[config.mk]
export PLATFORM = sky130hd
export DESIGN_NAME = chain_output_buffer
export DESIGN_NICKNAME = d
export VERILOG_FILES = /design/src/rtl/dfe_pkg.sv /design/src/rtl/chain_fifo_mem.sv /design/src/rtl/chain_output_buffer.sv
export SDC_FILE = /design/constraint.sdc
export NUM_CORES = 1
export LEC_CHECK = 0
export CAP_MARGIN = 10
export CORE_UTILIZATION = 55
export CTS_BUF_LIST = sky130_fd_sc_hd__clkbuf_8 sky130_fd_sc_hd__clkbuf_16
export DETAILED_ROUTE_END_ITERATION = 7
export PLACE_DENSITY = 0.85
export SLEW_MARGIN = 20
export SYNTH_ARGS = -nofsm -noshare
export SYNTH_HDL_FRONTEND = slang
export SYNTH_HIERARCHICAL = 1
export SYNTH_SLANG_ARGS = --single-unit
[constraint.sdc]
create_clock -name clk -period 3.95 [get_ports clk]
set_input_delay 0.5925 -clock clk [delete_from_list [all_inputs] [get_ports clk]]
set_output_delay 0.5925 -clock clk [all_outputs]
set_load 0.05 [all_outputs]
[src/rtl/dfe_pkg.sv]
// Shared DFE chain definitions: saturation-flag bit positions and the sample type.
package dfe_pkg;

  localparam int NUM_SAT_FLAGS = 10;

  localparam int SAT_IIR24_OF = 0;
  localparam int SAT_IIR24_UF = 1;
  localparam int SAT_IIR2_OF  = 2;
  localparam int SAT_IIR2_UF  = 3;
  localparam int SAT_IIR1_OF  = 4;
  localparam int SAT_IIR1_UF  = 5;
  localparam int SAT_FRAC_OF  = 6;
  localparam int SAT_FRAC_UF  = 7;
  localparam int SAT_CIC_OF   = 8;
  localparam int SAT_CIC_UF   = 9;

  typedef logic signed [15:0] sample_t;

endpackage

[src/rtl/chain_fifo_mem.sv]
// DEPTH x DATA_WIDTH register file: one synchronous write port, one combinational read port.
// Contents are intentionally not reset; occupancy tracking in the parent decides what is valid.
module chain_fifo_mem #(
  parameter int DATA_WIDTH = 16,
  parameter int DEPTH      = 16
) (
  input  logic                     clk,
  input  logic                     we,
  input  logic [$clog2(DEPTH)-1:0] waddr,
  input  logic [DATA_WIDTH-1:0]    wdata,
  input  logic [$clog2(DEPTH)-1:0] raddr,
  output logic [DATA_WIDTH-1:0]    rdata
);

  logic [DATA_WIDTH-1:0] mem_q [DEPTH];

  always_ff @(posedge clk) begin
    if (we) mem_q[waddr] <= wdata;
  end

  assign rdata = mem_q[raddr];

endmodule

[src/rtl/chain_output_buffer.sv]
// DFE output stage: FWFT FIFO, 1-cycle valid_in->m_valid; m_ready stalls reads, writes while full are dropped and counted.
// Define DFE_STATUS_STICKY_EN for sticky saturation status (cleared by status_clr); default is a 1-cycle registered copy.
module chain_output_buffer
  import dfe_pkg::*;
#(
  parameter int DATA_WIDTH = 16,
  parameter int DEPTH      = 16,
  parameter int CNT_WIDTH  = 8
) (
  input  logic                     clk,
  input  logic                     rst_n,
  input  logic                     valid_in,
  input  logic [DATA_WIDTH-1:0]    buf_in,
  input  logic [NUM_SAT_FLAGS-1:0] sat_flags_in,
  input  logic                     status_clr,
  input  logic                     m_ready,
  output logic                     m_valid,
  output logic [DATA_WIDTH-1:0]    m_data,
  output logic [$clog2(DEPTH):0]   level,
  output logic                     full,
  output logic                     empty,
  output logic                     drop_pulse,
  output logic [CNT_WIDTH-1:0]     drop_count,
  output logic [NUM_SAT_FLAGS-1:0] status
);

  localparam int AW = $clog2(DEPTH);
  localparam int PW = AW + 1;

  logic [AW:0]              wr_ptr_q, wr_ptr_d, rd_ptr_q, rd_ptr_d;
  logic                     drop_pulse_q, drop_pulse_d;
  logic [CNT_WIDTH-1:0]     drop_count_q, drop_count_d;
  logic [NUM_SAT_FLAGS-1:0] status_q, status_d;
  logic                     wr_en, rd_en, drop;

  // Flags depend on registered pointers only, so a same-cycle read never frees a slot for a write.
  assign empty   = (wr_ptr_q == rd_ptr_q);
  assign full    = (wr_ptr_q[AW-1:0] == rd_ptr_q[AW-1:0]) && (wr_ptr_q[AW] != rd_ptr_q[AW]);
  assign level   = wr_ptr_q - rd_ptr_q;
  assign m_valid = !empty;

  assign wr_en = valid_in && !full;
  assign drop  = valid_in && full;
  assign rd_en = m_valid && m_ready;

  always_comb begin
    wr_ptr_d     = wr_ptr_q;
    rd_ptr_d     = rd_ptr_q;
    drop_count_d = drop_count_q;
    if (wr_en) wr_ptr_d = wr_ptr_q + PW'(1);
    if (rd_en) rd_ptr_d = rd_ptr_q + PW'(1);
    if (drop && (drop_count_q != '1)) drop_count_d = drop_count_q + CNT_WIDTH'(1);
    drop_pulse_d = drop;
  end

`ifdef DFE_STATUS_STICKY_EN
  // A flag raised in the clear cycle must survive the clear.
  always_comb begin
    status_d = sat_flags_in | (status_clr ? '0 : status_q);
  end
`else
  logic status_clr_unused;
  assign status_clr_unused = status_clr;

  always_comb begin
    status_d = sat_flags_in;
  end
`endif

  always_ff @(posedge clk or negedge rst_n) begin
    if (!rst_n) begin
      wr_ptr_q     <= '0;
      rd_ptr_q     <= '0;
      drop_pulse_q <= 1'b0;
      drop_count_q <= '0;
      status_q     <= '0;
    end else begin
      wr_ptr_q     <= wr_ptr_d;
      rd_ptr_q     <= rd_ptr_d;
      drop_pulse_q <= drop_pulse_d;
      drop_count_q <= drop_count_d;
      status_q     <= status_d;
    end
  end

  assign drop_pulse = drop_pulse_q;
  assign drop_count = drop_count_q;
  assign status     = status_q;

  chain_fifo_mem #(
    .DATA_WIDTH (DATA_WIDTH),
    .DEPTH      (DEPTH)
  ) u_mem (
    .clk   (clk),
    .we    (wr_en),
    .waddr (wr_ptr_q[AW-1:0]),
    .wdata (buf_in),
    .raddr (rd_ptr_q[AW-1:0]),
    .rdata (m_data)
  );

endmodule

# Yosys cells after proc, flatten, opt, wreduce, memory -nomap -nowiden
# Memory sizes are Yosys's and may differ from the RTL's.
# Index checks and enable logic that the tools add are counted.
# word_totals
register_bits	29
ramBits	256
in_bits	31
out_inout_bits	43
mem_count	1
# classes
n_addsub	4
eq_ne	4
n_mux	2
n_reduce_logical	7
# memory_table
memory	depth	width	rd	rd_clocked_by_memory_dff	write_ports	line	rtl
u_mem.mem_q	16	16	1	0	1	chain_fifo_mem.sv:15	logic [DATA_WIDTH-1:0] mem_q [DEPTH];
# ops
cell	count
$add 5x1->5 const B	2
$add 8x1->8 const B	1
$ne 8x8->1 const B	1
$eq 5x5->1	1
$logic_and 1x1->1	5
$sub 5x5->5	1
$eq 4x4->1	1
$logic_not 1->1	2
$mux 1	2
$ne 1x1->1	1

# Longest topological paths before layout
# logic_depth
depth_word	6
depth_mapped	7

# By module
# The synthesis kept the hierarchy.
# by_module_without_submodules
mod	instances	cells_each	area_each_um2	seq_area_each_um2
chain_fifo_mem	1	416	9723.1	7687.4
chain_output_buffer	1	106	1297.5	725.7

# Worst setup path before layout
# No wires, ideal clock.
# synth_path
path_type	register to register
startpoint	reg wr_ptr_q[1]
endpoint	mem u_mem.mem_q[0][0], enable pin
setup_ns	0.409
t_arrival_ns	3.058
required_time_ns	3.541
slack_ns	0.482
stages_incl_launch_ff	6
synth_period_minus_slack_ns	3.468
cell_sequence	dfrtp_1 -> ha_1 -> and4_2 -> a21boi_2 -> or3b_2 -> nor3_1
# synth_via
elab_chain_cells	6
# synth_lines
item	line	rtl
start, declared	chain_output_buffer.sv:30	logic [AW:0] wr_ptr_q, wr_ptr_d, rd_ptr_q, rd_ptr_d;
start signal, assigned	chain_output_buffer.sv:78	wr_ptr_q <= wr_ptr_d;
$eq 4x4->1	chain_output_buffer.sv:38	assign full = (wr_ptr_q[AW-1:0] == rd_ptr_q[AW-1:0]) && (wr_ptr_q[AW] != rd_ptr_q[AW]);
$logic_and 1x1->1	chain_output_buffer.sv:38	
$logic_not 1->1	chain_output_buffer.sv:42	assign wr_en = valid_in && !full;
$logic_and 1x1->1	chain_output_buffer.sv:42	
named net wr_en	chain_output_buffer.sv:34	logic wr_en, rd_en, drop;
$mux 1	chain_fifo_mem.sv:18	if (we) mem_q[waddr] <= wdata;
$mux 1 (not written as such)	chain_fifo_mem.sv:18	
end, declared	chain_fifo_mem.sv:15	
# The timed path passes the listed nets, and every way through them passes these cells.

# Final worst setup path
# layout_path
startpoint	reg wr_ptr_q[0]
endpoint	out level[4]
# layout_via
elab_chain_cells	1
# layout_lines
item	line	rtl
$sub 5x5->5	chain_output_buffer.sv:39	assign level = wr_ptr_q - rd_ptr_q;
end, declared	chain_output_buffer.sv:19	output logic [$clog2(DEPTH):0] level,
# No other way between the ends.

==> impl_metrics.sql <==
INSERT INTO impl_metrics (metric_group, metric, value, unit) VALUES
('yosys', 'netlist.area_leader.share', '0.698', ''),
('yosys', 'register_bit_total_from_synthesis', '285', ''),
('placed_design', 'place_ws', '0.658', 'ns'),
('power_and_ir_drop', 'power-per-cell-area', '815', 'nW/um^2'),
('detailed_routing', 'drtPass1Iterations', '5', ''),
('detailed_routing', 'drc', '0', ''),
('worst_setup_path', 'delay_of_the_slowest_cell_on_the_worst_path', '0.82', 'ns'),
('floorplan', 'die_x', '144', 'um'),
('cts', 'cts_max_path_buffers', '3', ''),
('detailed_routing', 'wirelength', '23200', 'um'),
('yosys', 'yosysSeqAreaShare', '0.763', ''),
('worst_setup_path', 'cp-startpoint', 'wr_ptr_q[0]', ''),
('final_layout', 'finalNetCount', '675', ''),
('detailed_routing', 'vias', '5625', ''),
('final_layout', 'register_area', '8420', 'sq um'),
('final_layout', 'antenna_cells_inserted', '0', ''),
('worst_setup_path', 'path_cells', 'inv_1 > ha_1 > inv_1 > fa_1 > a21o_1 > a21oi_1 > xnor2_1 > clkdlybuf4s50_1', ''),
('final_layout', 'final_std_cell_area_no_fill', '13300', 'sq um'),
('detailed_routing', 'route.met3.wl', '1920', 'um'),
('yosys', 'yosys_warnings', '6', ''),
('yosys', 'synth_cell_types', '37', ''),
('yosys', 'synth_area_per_cell', '21.1', 'sq um'),
('placed_design', 'io_buffers', '72', ''),
('floorplan', 'fp.dieH', '144', 'um'),
('grt', 'grt_start_max_net_pins', '67', ''),
('placed_design', 'cell_area_after_placement', '12200', 'sq um'),
('final_layout', 'areaGrowthSynthToFinish', '21.0', '%'),
('placed_design', 'routabilityCongestion', '0.759', ''),
('sta', 'hold_viol_final', '0', ''),
('outcome', 'status', 'finished, final reports clean', ''),
('min_path', 'min-delay-path-class', 'in -> async', ''),
('grt', 'number_of_global_route_vias_before_repair', '5877', ''),
('yosys', 'synthTopCellsByCount', '256 x edfxtp_1, 54 x mux4_2, 32 x a22oi_1, 29 x dfrtp_1, 23 x nand2_1', ''),
('worst_setup_path', 'worst_path_dominant_cell_family', 'buffers and inverters', ''),
('final_layout', 'fillers', '1183', ''),
('detailed_routing', 'detailroute.wirelength.met2', '11600', 'um'),
('final_layout', 'multi_input_area', '2470', 'sq um'),
('sta', 'measured_slew_at_the_worst_slew_check_pin', '0.727', 'ns'),
('sta', 'final.setup_skew', '0.0238', 'ns'),
('sta', 'totalNegativeSetupSlack', '0', 'ns'),
('sta', 'finalCriticalPeriod', '3.77', 'ns'),
('yosys', 'prevailing_post_synth_register_cell', 'edfxtp_1', ''),
('sta', 'relSlewSlack', '0.515', ''),
('yosys', 'async_reset_ff_frac', '0.102', ''),
('worst_setup_path', 'cpMaxStageDelayCell', 'clkdlybuf4s50_1', ''),
('power_and_ir_drop', 'cellLeakagePower', '4.51', 'nW'),
('sta', 'fmax', '265', 'MHz'),
('detailed_routing', 'drt-initial-drc-count', '549', ''),
('worst_setup_path', 'start_kind', 'register', ''),
('cts', 'clock_tree.root_cell', 'clkbuf_16', ''),
('worst_setup_path', 'buf_inv_on_cp', '3', ''),
('worst_setup_path', 'critical_path_peak_fanout', '10', ''),
('cts', 'clock_sink_count', '285', ''),
('final_layout', 'utilization_of_the_core_after_routing', '0.683', ''),
('cts', 'cts-resized-gates', '0', ''),
('detailed_routing', 'route.detailed.wl_per_inst', '25.2', 'um'),
('final_layout', 'post_route_cells_drive_above_1_share', '0.230', ''),
('sta', 'final_max_slew_viol_count', '0', ''),
('yosys', 'synthesized_net_count', '561', ''),
('floorplan', 'pin_count', '74', ''),
('cts', 'h-tree-depth', '1', ''),
('grt', 'initial_antenna_violation_count', '0', ''),
('grt', 'groute.usage.overall', '0.236', ''),
('worst_setup_path', 'critPathRequiredTime', '3.36', 'ns'),
('sta', 'worst_hold_slack', '0.418', 'ns'),
('yosys', 'synth_largest_area_cell', 'edfxtp_1', ''),
('cts', 'clk_pin_slew', '0.06', 'ns'),
('floorplan', 'starting_density', '0.564', ''),
('yosys', 'syn-instance-count', '522', ''),
('grt', 'globalRouteOverflowTotal', '0', ''),
('grt', 'grt_first_pass_wirelength', '34700', 'um');
through the flow:
step                      std cells  power, W
after floorplan                 522   0.00664
after global placement          871   0.00773
after detailed placement        871   0.00784
after CTS                       921    0.0109
after global routing            922    0.0112
final                           922    0.0109
layout by cell type, fill, tap and decap left out, types with 5 or more instances in the layout:
cell / instances
nand3_1: 5
xnor2_1: 11
mux4_2: 54
edfxtp_1: 256
bufinv_16: 9
nand4_1: 6
mux4_1: 10
xor2_1: 5
buf_4: 31
nor2_1: 17
clkdlybuf4s50_1: 72
a22oi_1: 32
clkbuf_16: 27
ha_1: 7
dfrtp_1: 27
nand2_1: 23
inv_1: 9
clkbuf_8: 5
worst register-to-register path, cell delays in order, from the launching register on:
cell and delay, ns:
dfrtp_1 0.60, inv_1 0.15, ha_1 0.35, and4_2 0.23, a21boi_2 0.39, or3b_2 0.55, nor3_2 0.17, buf_4 0.30
logic make-up after synthesis:
kind of cell | Yosys count | share of synthesized area
AOI/OAI and AO/OA | 43 | 0.0286
xor gates and xnor gates | 17 | 0.0142
adders and majority gates | 8 | 0.00976
buffers and inverters | 30 | 0.0143
DFF | 285 | 0.763
muxes | 68 | 0.138
and+or+nand+nor | 71 | 0.0316
report_power, final:
| group | total [W] | internal (W) | switching, W |
|---|---|---|---|
| registers | 0.00386 | 0.00364 | 0.000220 |
| logic | 0.00399 | 0.00156 | 0.00242 |
| clock network | 0.00302 | 0.00193 | 0.00109 |
| total | 0.0109 | 0.00713 | 0.00374 |
area by class of cell:
type,instances,area share
clock buffer,32,0.0558
tap,265,0.0249
sequential,285,0.631
clock inverter,18,0.0244
timing repair buffer,106,0.0756
multi-input combinational,207,0.185
inverter,9,0.00253
repair_timing:
| item | in CTS | in global routing |
|---|---|---|
| endpoints found under the setup margin | 0 | 5 |
| endpoints found under the hold margin | 0 | 0 |
| hold buffers | 0 | 0 |
| setup buffers | 0 | 1 |
state kept, by name, summed over array words and instances (netlist names):
register	count
drop_count	8
drop_pulse	1
rd_ptr_q	5
status	10
u_mem/mem_q	256
wr_ptr_q	5
routing by layer:
layer  vias up  GRT usage
li1       2381          -
met1      2914      0.310
met2       275      0.396
met3        55     0.0470
met4         0     0.0817
met5         -          0
final timing paths:
kind | endpoint | slack (ns) | depth (start not counted)
setup / recovery | level[4] | 0.18 | 8
hold / removal | drop_count[6] | 0.42 | 2
setup reg to reg | u_mem/mem_q[0][9] | 0.87 | 7
hold reg to reg | drop_count[5] | 0.55 | 1
max in group asynchronous | rd_ptr_q[0] | 3.24 | 2
min in group clk | status[4] | 0.50 | 1
Note: power is estimated with default switching activity, not from simulation.
